**config.mk**
```make
export PLATFORM = sky130hd
export DESIGN_NAME = mux16_4_rr_collector
export DESIGN_NICKNAME = d
export VERILOG_FILES = /design/src/rtl/mux16_4_rr_collector_pkg.sv /design/src/rtl/mux16_4_rr_collector_rr_arbiter4.sv /design/src/rtl/mux16_4_rr_collector.sv
export SDC_FILE = /design/constraint.sdc
export NUM_CORES = 1
export LEC_CHECK = 0
export ABC_CLOCK_PERIOD_IN_PS = 2100
export BUFFER_PORTS_ARGS = -buffer_cell sky130_fd_sc_hd__buf_2
export CELL_PAD_IN_SITES_DETAIL_PLACEMENT = 0
export CELL_PAD_IN_SITES_GLOBAL_PLACEMENT = 1
export CORE_UTILIZATION = 28
export CTS_CLUSTER_DIAMETER = 100
export DETAILED_ROUTE_END_ITERATION = 8
export PLACE_DENSITY_LB_ADDON = 0.1
export SYNTH_ARGS = -nofsm -noshare
export SYNTH_HDL_FRONTEND = slang
export SYNTH_SLANG_ARGS = --single-unit
```
**constraint.sdc**
```tcl
create_clock -name clk -period 2.1 [get_ports clk]
set_clock_uncertainty 0.05 [all_clocks]
set_input_delay 0.21 -clock clk [delete_from_list [all_inputs] [get_ports clk]]
set_output_delay 0.21 -clock clk [all_outputs]
set_load 0.02 [all_outputs]
```
**src/rtl/mux16_4_rr_collector_pkg.sv**
```systemverilog
// Shared definitions for the 16-bit four-lane collector / fan-out pair.
// rr_pick is the single source of the round-robin search order.
package mux16_pkg;

    localparam int unsigned WIDTH_DEFAULT = 16;
    localparam int unsigned NUM_CH        = 4;

    typedef logic [1:0] ch_idx_t;

    typedef struct packed {
        logic    found;
        ch_idx_t idx;
    } pick_t;

    // Search starts at last+1 and wraps, so last itself is checked at the end.
    function automatic pick_t rr_pick(input logic [3:0] req, input ch_idx_t last);
        pick_t   p;
        ch_idx_t c;
        p.found = 1'b0;
        p.idx   = last;
        for (int unsigned k = 1; k <= NUM_CH; k++) begin
            c = last + ch_idx_t'(k);
            if (!p.found && req[c]) begin
                p.found = 1'b1;
                p.idx   = c;
            end
        end
        return p;
    endfunction

endpackage

```
**src/rtl/mux16_4_rr_collector_rr_arbiter4.sv**
```systemverilog
// Four-requester round-robin arbiter holding the last-granted index.
// Grant is one-hot, gated by enable, and only ever set for an asserted request.
module rr_arbiter4
    import mux16_pkg::*;
(
    input  logic       clk,
    input  logic       rst,
    input  logic [3:0] req,
    input  logic       enable,
    output logic [3:0] grant,
    output ch_idx_t    idx,
    output logic       found
);

    ch_idx_t last;
    pick_t   pick;

    always_comb begin
        pick  = rr_pick(req, last);
        found = pick.found;
        idx   = pick.idx;
        grant = '0;
        if (enable && pick.found) begin
            grant[pick.idx] = 1'b1;
        end
    end

    // Reset to 3 gives channel 0 first priority.
    always_ff @(posedge clk) begin
        if (rst) begin
            last <= 2'd3;
        end else if (enable && pick.found) begin
            last <= pick.idx;
        end
    end

endmodule

```
**src/rtl/mux16_4_rr_collector.sv**
```systemverilog
// Four-to-one valid/ready stream collector with a single registered output
// stage; each beat carries its 2-bit source lane index on out_sel.
module mux16_4_rr_collector
    import mux16_pkg::*;
#(
    parameter int unsigned WIDTH = WIDTH_DEFAULT
) (
    input  logic             clk,
    input  logic             rst,
    input  logic [WIDTH-1:0] I0,
    input  logic [WIDTH-1:0] I1,
    input  logic [WIDTH-1:0] I2,
    input  logic [WIDTH-1:0] I3,
    input  logic [3:0]       in_valid,
    output logic [3:0]       in_ready,
    output logic [WIDTH-1:0] O,
    output logic [1:0]       out_sel,
    output logic             out_valid,
    input  logic             out_ready
);

    logic             load;
    logic             enable;
    logic             found;
    ch_idx_t          idx;
    logic [3:0]       grant;
    logic [WIDTH-1:0] data;

    assign load   = !out_valid || out_ready;
    // Gating with rst keeps in_ready low during the reset cycle.
    assign enable = load && !rst;

    rr_arbiter4 u_arb (
        .clk    (clk),
        .rst    (rst),
        .req    (in_valid),
        .enable (enable),
        .grant  (grant),
        .idx    (idx),
        .found  (found)
    );

    assign in_ready = grant;

    always_comb begin
        data = I0;
        case (idx)
            2'd0: data = I0;
            2'd1: data = I1;
            2'd2: data = I2;
            2'd3: data = I3;
            default: data = I0;
        endcase
    end

    always_ff @(posedge clk) begin
        if (rst) begin
            O         <= '0;
            out_sel   <= '0;
            out_valid <= 1'b0;
        end else if (load) begin
            if (found) begin
                O         <= data;
                out_sel   <= idx;
                out_valid <= 1'b1;
            end else begin
                out_valid <= 1'b0;
            end
        end
    end

endmodule

```
Word level (Yosys, flattened, before mapping)
Cells that the tools add are included.
Operators by class
  multiplexer cells: 17
  eq/ne operators: 3
  add/subtract/negate cells: 3
  reduce and logical (&&, ||, !) cells: 14
  order comparisons: 6
Operators with widths (number)
  one-hot mux 16 bit (4 select lines): 1
  < comparator 2 x 3 -> 1 bit (second input constant): 5
  two-way mux 3 bit: 4
  binary-select mux 1 bit (select 2 bit): 4
  logical AND 1 bit: 6
  two-way mux 1 bit: 6
  logical NOT 1 bit: 5
  adder 2 bit (second input constant): 2
  equality test 2 bit (second input constant): 2
  two-way mux 4 bit: 1
  adder 2 x 1 -> 2 bit (second input constant): 1
  demux 1 bit (select 2 bit): 1
  equality test 2 x 1 -> 1 bit (second input constant): 1
  greater-or-equal comparator 2 x 1 -> 1 bit (second input constant): 1
  logical NOT 2 bit: 1
  AND reduction 2 bit: 1
  logical OR 1 bit: 1
Word-level totals
  word-level logic and storage cells: 47
  bits in registers: 21
  input bits: 71

Depth between registers and ports, before layout
  word-level depth: 18
  mapped depth: 7
  depth with buffers taken out: 4

Cells and area by module
From an unflattened synthesis, not the netlist that was laid out.
Unflattened totals
  cells, all modules: 99
  area, all modules: 1316.3 um2
By module, submodules not included
  mux16_4_rr_collector: cells each 70, instances 1, area an instance 1034.7 um2
  rr_arbiter4: cells each 29, instances 1, area an instance 281.5 um2

Least setup slack after synthesis
OpenSTA, ideal clock, no wires.
  path type: register to output
  from: register out_valid
  to: output in_ready[0]
  buffers on the path: 2
  arrival time: 1789 ps
  cell stages (with the launch flop): 7
  data required time: 1840 ps
  slack: 51 ps
  cells stage by stage: dfxtp_1 nor2b_1 nor3_1 or4b_1 buf_6 buf_12 nor2_1
On the way
  longest elaborated chain between the ends: 5
Ends and longest elaborated chain
  start, declared: line mux16_4_rr_collector.sv:18  | output logic out_valid,
  start signal, assigned: line mux16_4_rr_collector.sv:60  | out_valid <= 1'b0;
  start signal, assigned: line mux16_4_rr_collector.sv:65  | out_valid <= 1'b1;
  start signal, assigned: line mux16_4_rr_collector.sv:67  | out_valid <= 1'b0;
  logical NOT 1 bit: line mux16_4_rr_collector.sv:29  | assign load = !out_valid || out_ready;
  logical OR 1 bit: line mux16_4_rr_collector.sv:29
  logical AND 1 bit: line mux16_4_rr_collector.sv:31  | assign enable = load && !rst;
  logical AND 1 bit: line mux16_4_rr_collector_rr_arbiter4.sv:23  | if (enable && pick.found) begin
  two-way mux 4 bit: line mux16_4_rr_collector_rr_arbiter4.sv:23
  end, declared: line mux16_4_rr_collector.sv:15  | output logic [3:0] in_ready,
No other way between the ends.

Worst setup path after layout
  from: register u_arb.last[1]
  to: output in_ready[2]
On the way
  longest elaborated chain between the ends: 18
  elaborated cells on any way between the ends: 28
  classes of those cells: 3 x add/sub; 2 x order compare; 15 x mux; 8 x reduce/logical
Ends and longest elaborated chain
  start, declared: line mux16_4_rr_collector_rr_arbiter4.sv:15  | ch_idx_t last;
  start signal, assigned: line mux16_4_rr_collector_rr_arbiter4.sv:33  | last <= pick.idx;
  adder 2 x 1 -> 2 bit: line mux16_4_rr_collector_pkg.sv:22  | c = last + ch_idx_t'(k);
  binary-select mux 1 bit (select 2 bit): line mux16_4_rr_collector_pkg.sv:23  | if (!p.found && req[c]) begin
  two-way mux 1 bit (implied by the code): line mux16_4_rr_collector_pkg.sv:23
  two-way mux 3 bit: line mux16_4_rr_collector_pkg.sv:23
  logical NOT 1 bit: line mux16_4_rr_collector_pkg.sv:23
  logical AND 1 bit: line mux16_4_rr_collector_pkg.sv:23
  two-way mux 3 bit: line mux16_4_rr_collector_pkg.sv:23
  logical NOT 1 bit: line mux16_4_rr_collector_pkg.sv:23
  [2 not listed]
  logical NOT 1 bit: line mux16_4_rr_collector_pkg.sv:23
  logical AND 1 bit: line mux16_4_rr_collector_pkg.sv:23
  two-way mux 3 bit *: line mux16_4_rr_collector_pkg.sv:23
  < comparator 2 x 3 -> 1 bit (implied by the code) or greater-or-equal comparator 2 x 1 -> 1 bit (tied branches): line mux16_4_rr_collector_rr_arbiter4.sv:24  | grant[pick.idx] = 1'b1;
  logical AND 1 bit (implied by the code): line mux16_4_rr_collector_rr_arbiter4.sv:24
  two-way mux 1 bit (implied by the code): line mux16_4_rr_collector_rr_arbiter4.sv:24
  demux 1 bit (select 2 bit)
  two-way mux 4 bit *: line mux16_4_rr_collector_rr_arbiter4.sv:23
Mark *: on every way between the ends. The rest lies on a longest branch, timed or not. The select of a mux whose other input is x is not followed.

==> metrics.txt <==
outcome finished, final reports clean; P_leak 0.961 nW; CP delay by family, top simple AND/OR/NAND/NOR gates; largest family of logic cells by synthesized area multiplexers; CP dominant cell by count nor2_1; Die ar. 4920 µm²; Worst Path Buf+Inv 1; Placed Instances 273; Vias 1335; 1st-pass router iterations 4; antenna viol nets, final 0; clock transition at the registers of the reported paths 0.08 ns; Die Width 70.2 µm; Max stage delay cell, worst path or4b_4; Mapped Area 1300 µm²; largest net degree at the start of global routing 19; gr usage total 14.4%; Crit Path Max Fanout 8; I/O Buffers 93; Switching Power 453 µW; commonest non-fill, non-tap cell in the layout buf_2; Finished Layout Cells 279; Simple-Gate Fraction of Synth Area 15.0%; Synth Area in Compound Gates 19.1%; Cell variety after synth 30; Top FF cell, synth dfxtp_1; CORE AREA 4410 µm²; Worst setup EP type output port; critical path arrival 1.76 ns; syn_area_per_cell 10.0 µm²; startpoint types register; Adder-Cell Fraction of Synth Area 0%; asr flop ratio synth 0%; HPWL Detailed 2830 µm; initial antenna violation count 0; sequential fraction of the synthesis area 32.3%; Power, Total 1.29 mW; Post-synth EDFFs 0; RSZ-0062 raised after global routing no; syn nets 201; period utilization 96.4%; H-tree depth 1; Synth Instances 130; commonest non-fill, non-tap cells in the layout buf_2 (92), mux2i_1 (33), dfxtp_1 (20); Sw Ratio 35.0%; Routed WL 3550 µm; fin. max-slew vios 0; Req. time, crit path 1.84 ns; crit path cell chain mux2i_1 -> nor2_1 -> or4b_4 -> nor2_1 -> buf_2; setup slack after layout 0.0757 ns; worst hold path depth 2; Slew headroom 62.8%; VDD IR max 0.266 mV; Core Rows 24; Power Density 682 nW/µm²; Final Setup Violations 0; clk root buf clkbuf_8; cts bufs inserted 3; Int Pwr 840 µW; vias in the first global route 1289; YS warnings 0; setup TNS 0 ns; post-route design area 1900 µm²; Clk pwr share 21.1%; sequential power share 38.0%; I/O pin count 94; worst slew pin tran 0.552 ns; filler instances 464; Combinational Power Share 40.9%; Peak Freq 494 MHz; Setup CP Type reg -> out; type of the worst min-delay path in -> reg; # DRC 0; Initial Utilization 29.5%; Detailed Route Iter0 Violations 28; fin crit period 2.02 ns; worst hold slack 0.168 ns; Final Core Density 42.9%; worst reg2reg path depth 5; # Max-Cap Violations 0; grt ovf 0; post-synthesis mux area share 25.4%; Die H 70.2 µm; Syn-to-layout area delta 45.7%; per-cell routed wire length 12.7 µm; share of cells above drive strength 1 53.3%; CTS Buffer Depth 2; Post-Synth XOR/XNOR Area 0%; CTS Hold Bufs 0; CP Depth 5; # diodes 0; Worst-Skew Late Latency 0.26 ns; nets 299; Final GP Congestion 0.705; global-route wire length before repair 5710 µm; via/cell ratio 4.78; CP max stage delay 0.54 ns; Final Hold Viols 0; CTS tree yes; placed inst area 1820 µm²; pre-CTS setup slack 0.156 ns; clock sinks 21; flops & latches, synth 21
## repair_timing
action,CTS,global route
setup buffers,2,0
gates resized for setup,1,5
endpoints found under the setup margin,4,2
pin swaps,1,0
## worst register-to-register path, stage by stage, from the launching register on
cell      delay, ns
dfxtp_4        0.37
or2b_2         0.29
a21oi_1        0.35
or4b_4         0.22
buf_4          0.24
o221ai_1       0.17
## registers in the layout, indices dropped and copies added, names as in the netlist
register / flops
O: 16
out_sel: 2
u_arb.last: 2
out_valid: 1
## final timing paths
| check | from | end | slack, ns |
|---|---|---|---|
| max reg2reg | u_arb.last[1]$_SDFFE_PP1N_ | O[6]$_SDFFE_PP0P_ | 0.29 |
| min reg2reg | O[7]$_SDFFE_PP0P_ | O[7]$_SDFFE_PP0P_ | 0.41 |
| min | rst | out_sel[1]$_SDFFE_PP0P_ | 0.17 |
| max | u_arb.last[1]$_SDFFE_PP1N_ | in_ready[2] | 0.08 |
## area by class of cell
type                            count  area (µm²)  share of cell area (%)
Sequential cell                    21         424                    22.4
Multi-Input combinational cell     99         810                    42.7
Inverter                            1        3.75                   0.198
Tap cell                           52        65.1                    3.43
Clock buffer                        4        45.0                    2.38
Timing Repair Buffer              102         548                    28.9
## kinds of logic after synthesis
family / count (synthesis)
and+or+nand+nor: 40
buffers and inverters: 10
DFF: 21
AOI/OAI and AO/OA: 26
muxes: 33
## Yosys cell counts (all sizes together), types with 2 or more instances
cell type	number	area, µm²
nor2	9	33.8
or2b	2	16.3
nor4	2	12.5
mux2i	33	330
buf	8	88.8
a21oi	4	23.8
nor3	3	15.0
nand2b	2	12.5
nand2	17	63.8
dfxtp	21	420
o221ai	16	178
## routing by layer
layer  global-route usage [%]  vias to the layer above  share of wire, %
li1                         -                      683                 -
met2                     24.5                       62                45
met4                     5.33                        0               1.6
met1                     17.8                      585                44
met3                     3.17                        5               8.8
met5                        0                        -                 0
## power groups by stage
stage / registers [mW] / clock network (mW) / logic [mW]
global route: 0.499 / 0.295 / 0.575
finish: 0.491 / 0.273 / 0.529
CTS: 0.490 / 0.286 / 0.535
floorplan: 0.561 / 0 / 0.294
global placement: 0.498 / 0 / 0.521
detailed placement: 0.499 / 0 / 0.531
(Power assumes the default switching activity.)
